[config.mk]
export PLATFORM = sky130hd
export DESIGN_NAME = uart_rx_cfg
export DESIGN_NICKNAME = d
export VERILOG_FILES = /design/src/rtl/uart_pkg.sv /design/src/rtl/uart_rx_sampler.sv /design/src/rtl/uart_rx_cfg.sv
export SDC_FILE = /design/constraint.sdc
export NUM_CORES = 1
export LEC_CHECK = 0
export BUFFER_PORTS_ARGS = -buffer_cell sky130_fd_sc_hd__clkbuf_2
export CAP_MARGIN = 40
export CORE_MARGIN = 4
export CORE_UTILIZATION = 30
export CTS_BUF_LIST = sky130_fd_sc_hd__clkbuf_4 sky130_fd_sc_hd__clkbuf_8
export CTS_CLUSTER_SIZE = 24
export DETAILED_ROUTE_END_ITERATION = 8
export MAX_ROUTING_LAYER = met4
export PLACE_DENSITY = 0.48
export RECOVER_POWER = 100
export SLEW_MARGIN = 15
export SYNTH_ARGS = -nofsm -noshare
export SYNTH_HDL_FRONTEND = slang
export SYNTH_SLANG_ARGS = --single-unit
export TNS_END_PERCENT = 1
[constraint.sdc]
create_clock -name clk_i -period 3.1 [get_ports clk_i]
set_input_delay 0.93 -clock clk_i [delete_from_list [all_inputs] [get_ports clk_i]]
set_output_delay 0.93 -clock clk_i [all_outputs]
set_load 0.01 [all_outputs]
[src/rtl/uart_pkg.sv]
// Shared types for the configurable UART receiver: FSM states, parity modes
// and the parity helper used by the frame checker.
package uart_pkg;

   typedef enum logic [2:0] {WAIT_HIGH, IDLE, START, DATA, PARITY, STOP} state_t;

   typedef enum logic [2:0] {PAR_NONE, PAR_EVEN, PAR_ODD, PAR_MARK, PAR_SPACE} parity_t;

   // Even-parity bit over a zero-padded word, so every DataBits up to 9 fits.
   function automatic logic parity_calc(input logic [8:0] word);
      return ^word;
   endfunction

endpackage

[src/rtl/uart_rx_sampler.sv]
// rxd synchroniser, oversample tick counter and 3-sample majority vote around
// mid-bit. Strobes are qualified by the oversample tick.
module uart_rx_sampler #(
   parameter int OversampleRate = 16,
   parameter int SyncStages     = 2
) (
   input  logic clk_i,
   input  logic reset_i,
   input  logic i_tick,
   input  logic i_rxd,
   input  logic i_restart,
   output logic o_rxd_sync,
   output logic o_decide_stb,
   output logic o_bit_val,
   output logic o_bit_end_stb
);
   import uart_pkg::*;

   localparam int TCW = $clog2(OversampleRate);
   localparam logic [TCW-1:0] TC_MID  = TCW'(OversampleRate / 2);
   localparam logic [TCW-1:0] TC_LAST = TCW'(OversampleRate - 1);

   logic [SyncStages-1:0] r_sync;
   logic [TCW-1:0]        r_tc;
   logic [TCW-1:0]        w_tc;
   logic                  r_s_early;
   logic                  r_s_mid;

   assign o_rxd_sync = r_sync[SyncStages-1];

   // Index of the tick being consumed now; restart makes it tick 0 of a bit.
   assign w_tc = (i_restart || r_tc == TC_LAST) ? '0 : r_tc + 1'b1;

   always_ff @(posedge clk_i or posedge reset_i) begin
      if (reset_i) begin
         r_sync    <= '1;
         r_tc      <= TC_LAST;
         r_s_early <= 1'b1;
         r_s_mid   <= 1'b1;
      end else begin
         r_sync <= {r_sync[SyncStages-2:0], i_rxd};
         if (i_tick) begin
            r_tc <= w_tc;
            if (w_tc == TC_MID - 1'b1) r_s_early <= o_rxd_sync;
            if (w_tc == TC_MID)        r_s_mid   <= o_rxd_sync;
         end
      end
   end

   assign o_decide_stb  = i_tick && (w_tc == TC_MID + 1'b1);
   assign o_bit_end_stb = i_tick && (w_tc == TC_LAST);
   assign o_bit_val     = (r_s_early & r_s_mid) | (r_s_early & o_rxd_sync) |
                          (r_s_mid & o_rxd_sync);

endmodule

[src/rtl/uart_rx_cfg.sv]
// Configurable UART receiver: 5..9 data bits, selectable parity, 1/2 stop bits,
// break detection and a valid/ready output register with overrun pulse.
module uart_rx_cfg #(
   parameter int    DataBits       = 8,
   parameter string ParityBit      = "none",
   parameter int    StopBits       = 1,
   parameter int    OversampleRate = 16,
   parameter int    SyncStages     = 2
) (
   input  logic                clk_i,
   input  logic                reset_i,
   input  logic                uart_clk_en_i,
   input  logic                uart_rxd_i,
   output logic [DataBits-1:0] data_o,
   output logic                data_valid_o,
   input  logic                data_ready_i,
   output logic                frame_error_o,
   output logic                parity_error_o,
   output logic                overrun_o,
   output logic                break_o,
   output logic                busy_o
);
   import uart_pkg::*;

   localparam int BCW = $clog2(DataBits);
   localparam parity_t PAR = (ParityBit == "even")  ? PAR_EVEN  :
                             (ParityBit == "odd")   ? PAR_ODD   :
                             (ParityBit == "mark")  ? PAR_MARK  :
                             (ParityBit == "space") ? PAR_SPACE : PAR_NONE;
   localparam bit PAR_EN = (PAR != PAR_NONE);

   if (DataBits < 5 || DataBits > 9) begin : g_bad_databits
      $error("uart_rx_cfg: DataBits must be 5..9");
   end
   if (!(ParityBit == "none" || ParityBit == "even" || ParityBit == "odd" ||
         ParityBit == "mark" || ParityBit == "space")) begin : g_bad_parity
      $error("uart_rx_cfg: ParityBit must be none/even/odd/mark/space");
   end
   if (StopBits != 1 && StopBits != 2) begin : g_bad_stop
      $error("uart_rx_cfg: StopBits must be 1 or 2");
   end
   if (OversampleRate < 8 || (OversampleRate % 2) != 0) begin : g_bad_osr
      $error("uart_rx_cfg: OversampleRate must be even and >= 8");
   end
   if (SyncStages < 2) begin : g_bad_sync
      $error("uart_rx_cfg: SyncStages must be >= 2");
   end

   state_t              r_state, w_state_nxt;
   logic [DataBits-1:0] r_shift;
   logic [BCW-1:0]      r_bitcnt;
   logic                r_stopcnt, r_stop1, r_par_bit, r_par_err, r_frm_err;
   logic                w_rxd, w_decide, w_bit_val, w_bit_end, w_restart;
   logic                w_commit, w_break, w_last_stop, w_stop1, w_is_break, w_exp_par;
   logic [DataBits-1:0] r_data;
   logic                r_valid, r_ferr, r_perr, r_overrun, r_break;

   uart_rx_sampler #(.OversampleRate(OversampleRate), .SyncStages(SyncStages)) u_sampler (
      .clk_i        (clk_i),
      .reset_i      (reset_i),
      .i_tick       (uart_clk_en_i),
      .i_rxd        (uart_rxd_i),
      .i_restart    (w_restart),
      .o_rxd_sync   (w_rxd),
      .o_decide_stb (w_decide),
      .o_bit_val    (w_bit_val),
      .o_bit_end_stb(w_bit_end)
   );

   always_comb begin
      case (PAR)
         PAR_EVEN:  w_exp_par = parity_calc(9'(r_shift));
         PAR_ODD:   w_exp_par = ~parity_calc(9'(r_shift));
         PAR_MARK:  w_exp_par = 1'b1;
         default:   w_exp_par = 1'b0;
      endcase
   end

   assign w_last_stop = (r_stopcnt == 1'(StopBits - 1));
   assign w_stop1     = (r_stopcnt == 1'b0) ? w_bit_val : r_stop1;
   assign w_is_break  = (r_shift == '0) && (!PAR_EN || !r_par_bit) && !w_stop1;

   always_ff @(posedge clk_i or posedge reset_i) begin
      if (reset_i) r_state <= WAIT_HIGH;
      else         r_state <= w_state_nxt;
   end

   always_comb begin
      w_state_nxt = r_state;
      w_restart   = 1'b0;
      w_commit    = 1'b0;
      w_break     = 1'b0;
      case (r_state)
         WAIT_HIGH: if (uart_clk_en_i && w_rxd) w_state_nxt = IDLE;
         IDLE: if (uart_clk_en_i && !w_rxd) begin
            w_state_nxt = START;
            w_restart   = 1'b1;
         end
         START: begin
            if (w_decide && w_bit_val) w_state_nxt = IDLE;
            else if (w_bit_end)        w_state_nxt = DATA;
         end
         DATA: if (w_bit_end && r_bitcnt == BCW'(DataBits - 1))
            w_state_nxt = PAR_EN ? PARITY : STOP;
         PARITY: if (w_bit_end) w_state_nxt = STOP;
         STOP: if (w_decide && w_last_stop) begin
            // Leave mid-bit so the next start edge is caught with margin.
            w_state_nxt = w_is_break ? WAIT_HIGH : IDLE;
            w_break     = w_is_break;
            w_commit    = !w_is_break;
         end
         default: w_state_nxt = WAIT_HIGH;
      endcase
   end

   always_ff @(posedge clk_i or posedge reset_i) begin
      if (reset_i) begin
         r_shift   <= '0;
         r_bitcnt  <= '0;
         r_stopcnt <= 1'b0;
         r_stop1   <= 1'b0;
         r_par_bit <= 1'b0;
         r_par_err <= 1'b0;
         r_frm_err <= 1'b0;
      end else begin
         case (r_state)
            START: begin
               r_bitcnt  <= '0;
               r_stopcnt <= 1'b0;
               r_par_bit <= 1'b0;
               r_par_err <= 1'b0;
               r_frm_err <= 1'b0;
            end
            DATA: begin
               if (w_decide)  r_shift  <= {w_bit_val, r_shift[DataBits-1:1]};
               if (w_bit_end) r_bitcnt <= r_bitcnt + 1'b1;
            end
            PARITY: if (w_decide) begin
               r_par_bit <= w_bit_val;
               r_par_err <= (w_bit_val != w_exp_par);
            end
            STOP: begin
               if (w_decide) begin
                  r_frm_err <= r_frm_err | ~w_bit_val;
                  if (r_stopcnt == 1'b0) r_stop1 <= w_bit_val;
               end
               if (w_bit_end) r_stopcnt <= 1'b1;
            end
            default: ;
         endcase
      end
   end

   // Output register: a commit in the accept cycle replaces the word.
   always_ff @(posedge clk_i or posedge reset_i) begin
      if (reset_i) begin
         r_data    <= '0;
         r_valid   <= 1'b0;
         r_ferr    <= 1'b0;
         r_perr    <= 1'b0;
         r_overrun <= 1'b0;
         r_break   <= 1'b0;
      end else begin
         r_overrun <= 1'b0;
         r_break   <= w_break;
         if (w_commit) begin
            if (r_valid && !data_ready_i) begin
               r_overrun <= 1'b1;
            end else begin
               r_data  <= r_shift;
               r_ferr  <= r_frm_err | ~w_bit_val;
               r_perr  <= r_par_err;
               r_valid <= 1'b1;
            end
         end else if (r_valid && data_ready_i) begin
            r_valid <= 1'b0;
         end
      end
   end

   assign data_o         = r_data;
   assign data_valid_o   = r_valid;
   assign frame_error_o  = r_ferr;
   assign parity_error_o = r_perr;
   assign overrun_o      = r_overrun;
   assign break_o        = r_break;
   assign busy_o         = !(r_state == IDLE || r_state == WAIT_HIGH);

endmodule

==> summary.md <==
| Metric | Value |
|---|---|
| Post-synth top area share | 38.1% |
| Synthesized area | 2040 um2 |
| GPL Wtd Cong | 0.826 |
| Vias | 1391 |
| Starting DRC count in detailed routing | 69 |
| CTS Buffer Depth | 2 |
| Die H | 90.4 um |
| Die area | 8180 um2 |
| WL/cell | 15.2 um |
| First drt pass iteration count | 5 |
| CP peak stage delay | 0.66 ns |
| Clock slew at reported path FFs | 0.07 ns |
| Crit path DAT | 2.84 ns |
| First-pass GRT wire length | 7200 um |
| Mapped Cells | 175 |
| Setup_tns | 0 ns |
| Final core occ | 34.3% |
| ANT nets after route | 0 |
| Leading area contributor after synthesis | dfrtp_1 |
| Slew Limit Fails | 0 |
| Core ar. | 6460 um2 |
| Hold-fix buffers at CTS | 0 |
| Cts bufs inserted | 5 |
| Commonest cells in the netlist | dfrtp_1 (31), mux2_2 (12), mux2_4 (10), o21ai_0 (10) |
| Most numerous cell in the Yosys netlist | dfrtp_1 |
| Leakage | 0.979 nW |
| Sequential share of the synthesized area | 48.4% |
| Starting density of the core | 31.6% |
| GRT Util Overall | 11.2% |
| Share of flip-flops with an asynchronous set or reset | 100% |
| Crit end category | flip-flop |
| Routed WL | 4160 um |
| Worst Hold Class | reg2reg |
| Critical path buffers and inverters | 0 |
| Critical path type | reg2reg |
| Top cell family by delay on the critical path | multiplexers |
| Data required, critical path | 3.28 ns |
| Slowest cell on crit path | dfstp_1 |
| Syn Nets | 183 |
| Post-CTS Resized | 0 |
| Max IR drop VDD | 0.175 mV |
| Largest net degree at the start of global routing | 40 |
| Final setup viols | 0 |
| I/O pin count | 19 |
| Synth unique cells | 51 |
| Nets | 203 |
| Unrepaired setup endpoints after global routing | no |
| Final Skew | 0.00545 ns |
| Ys flop type | dfrtp_1 |
| Num rows | 29 |
| Die Span X | 90.4 um |
| Ys Warns | 0 |
| Drt drc | 0 |
| Post-CTS Setup Inserts | 0 |
| Root Buffer Master | clkbuf_8 |
| PD cells | 682 nW/um2 |
| Via/cell ratio | 5.10 |
| Vias in the first global route | 1401 |
| Detailed placement HPWL | 2970 um |
| Final hold viol count | 0 |
| Clock Latency Late Sink | 0.29 ns |
| MaxCap Viol Count | 0 |
| Antenna violations before repair | 0 |
| Area growth, synth to finish | 8.84% |
| Tcrit/Tclk final | 86.0% |
| Main area contributors after synthesis | dfrtp_1 (38%), dfstp_2 (10%), mux2_4 (7.4%) |
| Worst Max-Slew Pin Slew | 0.951 ns |
| CTS tree | done |
| #FFs+latches synth | 39 |
| Port Buf Inserts | 18 |
| Slew HR | 36.6% |
| Overflow after GRT | 0 |
| Crit path max fanout | 10 |
| Avg Cell Area, Syn | 11.6 um2 |
| Status | finished clean |
| Setup crit start kind | flip-flop |
| Fin crit period | 2.67 ns |
| Share of layout cells above drive strength 1 | 20.4% |
| Number of diodes | 0 |
| H-tree depth | 2 |
| CP Cell Sequence | ha_1, mux2_1, nor2_1, nand3_1, mux2_2 |
| Reg2Reg Setup Slack | 0.43 ns |
| Max Clk Rate | 375 MHz |
| Post-synth EDFFs | 0 |
| Clock Sinks | 39 |
[layout make-up]
cell class,instances,area (um2)
sequential,39,986
clock buffer,5,68.8
multi-input combinational,120,922
timing repair buffer,22,98.8
clock inverter,3,20.0
fill,686,4240
inverter,7,26.3
tap,77,96.3
[stage by stage]
stage	setup WS, ns	cells	total power, W	hold WS [ns]	instance area (um2)
5_1_grt	0.248	273	0.00164	0.361	2220
6_report	0.434	273	0.00151	0.359	2220
2_1_floorplan	0.702	175	0.00108	0.345	2040
3_5_place_dp	0.520	265	0.00120	0.349	2200
3_3_place_gp	0.541	265	0.00120	0.346	2200
4_1_cts	0.629	273	0.00156	0.360	2290
[cell usage in the layout (no fill, tap or decap), drive strengths merged, types with 4 or more instances in the layout]
| cell type | n |
|---|---|
| a21oi | 5 |
| a22o | 7 |
| clkbuf | 24 |
| dfrtp | 31 |
| dfstp | 8 |
| inv | 7 |
| mux2 | 22 |
| nand2 | 8 |
| nand2b | 6 |
| nand3 | 6 |
| nor2 | 5 |
| nor4 | 4 |
| o21ai | 10 |
[kinds of logic (layout without fill, tap and decap cells)]
group | Yosys count | count (layout) | synth area share (%)
and+or+nand+nor | 46 | 46 | 14.1
AOI/OAI and AO/OA | 45 | 45 | 15.9
DFF | 39 | 39 | 48.4
muxes | 24 | 24 | 15.0
buffers and inverters | 16 | 37 | 3.93
adders and majority gates | 4 | 4 | 2.33
xor gates and xnor gates | 1 | 1 | 0.430
[power by group]
part,switching [W],internal (W),leakage (nW)
sequential,0.0000958,0.000593,0.511
combinational,0.000276,0.000209,0.428
clock,0.000183,0.000156,0.0402
[routing by layer]
| metal | up-vias | GRT usage (%) | routed length, um |
|---|---|---|---|
| li1 | 689 | - | - |
| met2 | 30 | 15.6 | 1760 |
| met3 | 6 | 3.08 | 180 |
| met4 | 0 | 4.21 | 65 |
| met5 | - | - | 0 |
| met1 | 666 | 15.5 | 2140 |
[flip-flops by register name, indices dropped and copies added (netlist names), 2 cells and up]
signal,flops
r_shift,8
u_sampler.r_tc,4
r_state,3
r_bitcnt,3
u_sampler.r_sync,2
data_o,8
[final timing paths]
| kind | to | from | depth (start not counted) |
|---|---|---|---|
| min in group asynchronous | overrun_o$_DFF_PP0_ | reset_i | 3 |
| max in group asynchronous | r_state[2]$_DFFE_PP0P_ | reset_i | 3 |
| hold / removal | u_sampler.r_sync[1]$_DFF_PP1_ | u_sampler.r_sync[0]$_DFF_PP1_ | 0 |
| hold reg to reg | u_sampler.r_sync[1]$_DFF_PP1_ | u_sampler.r_sync[0]$_DFF_PP1_ | 0 |
| setup reg to reg | r_shift[3]$_DFFE_PP0P_ | u_sampler.r_tc[0]$_DFFE_PP1P_ | 5 |
| setup / recovery | r_shift[3]$_DFFE_PP0P_ | u_sampler.r_tc[0]$_DFFE_PP1P_ | 5 |
No activity file was read; power rests on OpenSTA's default activity.
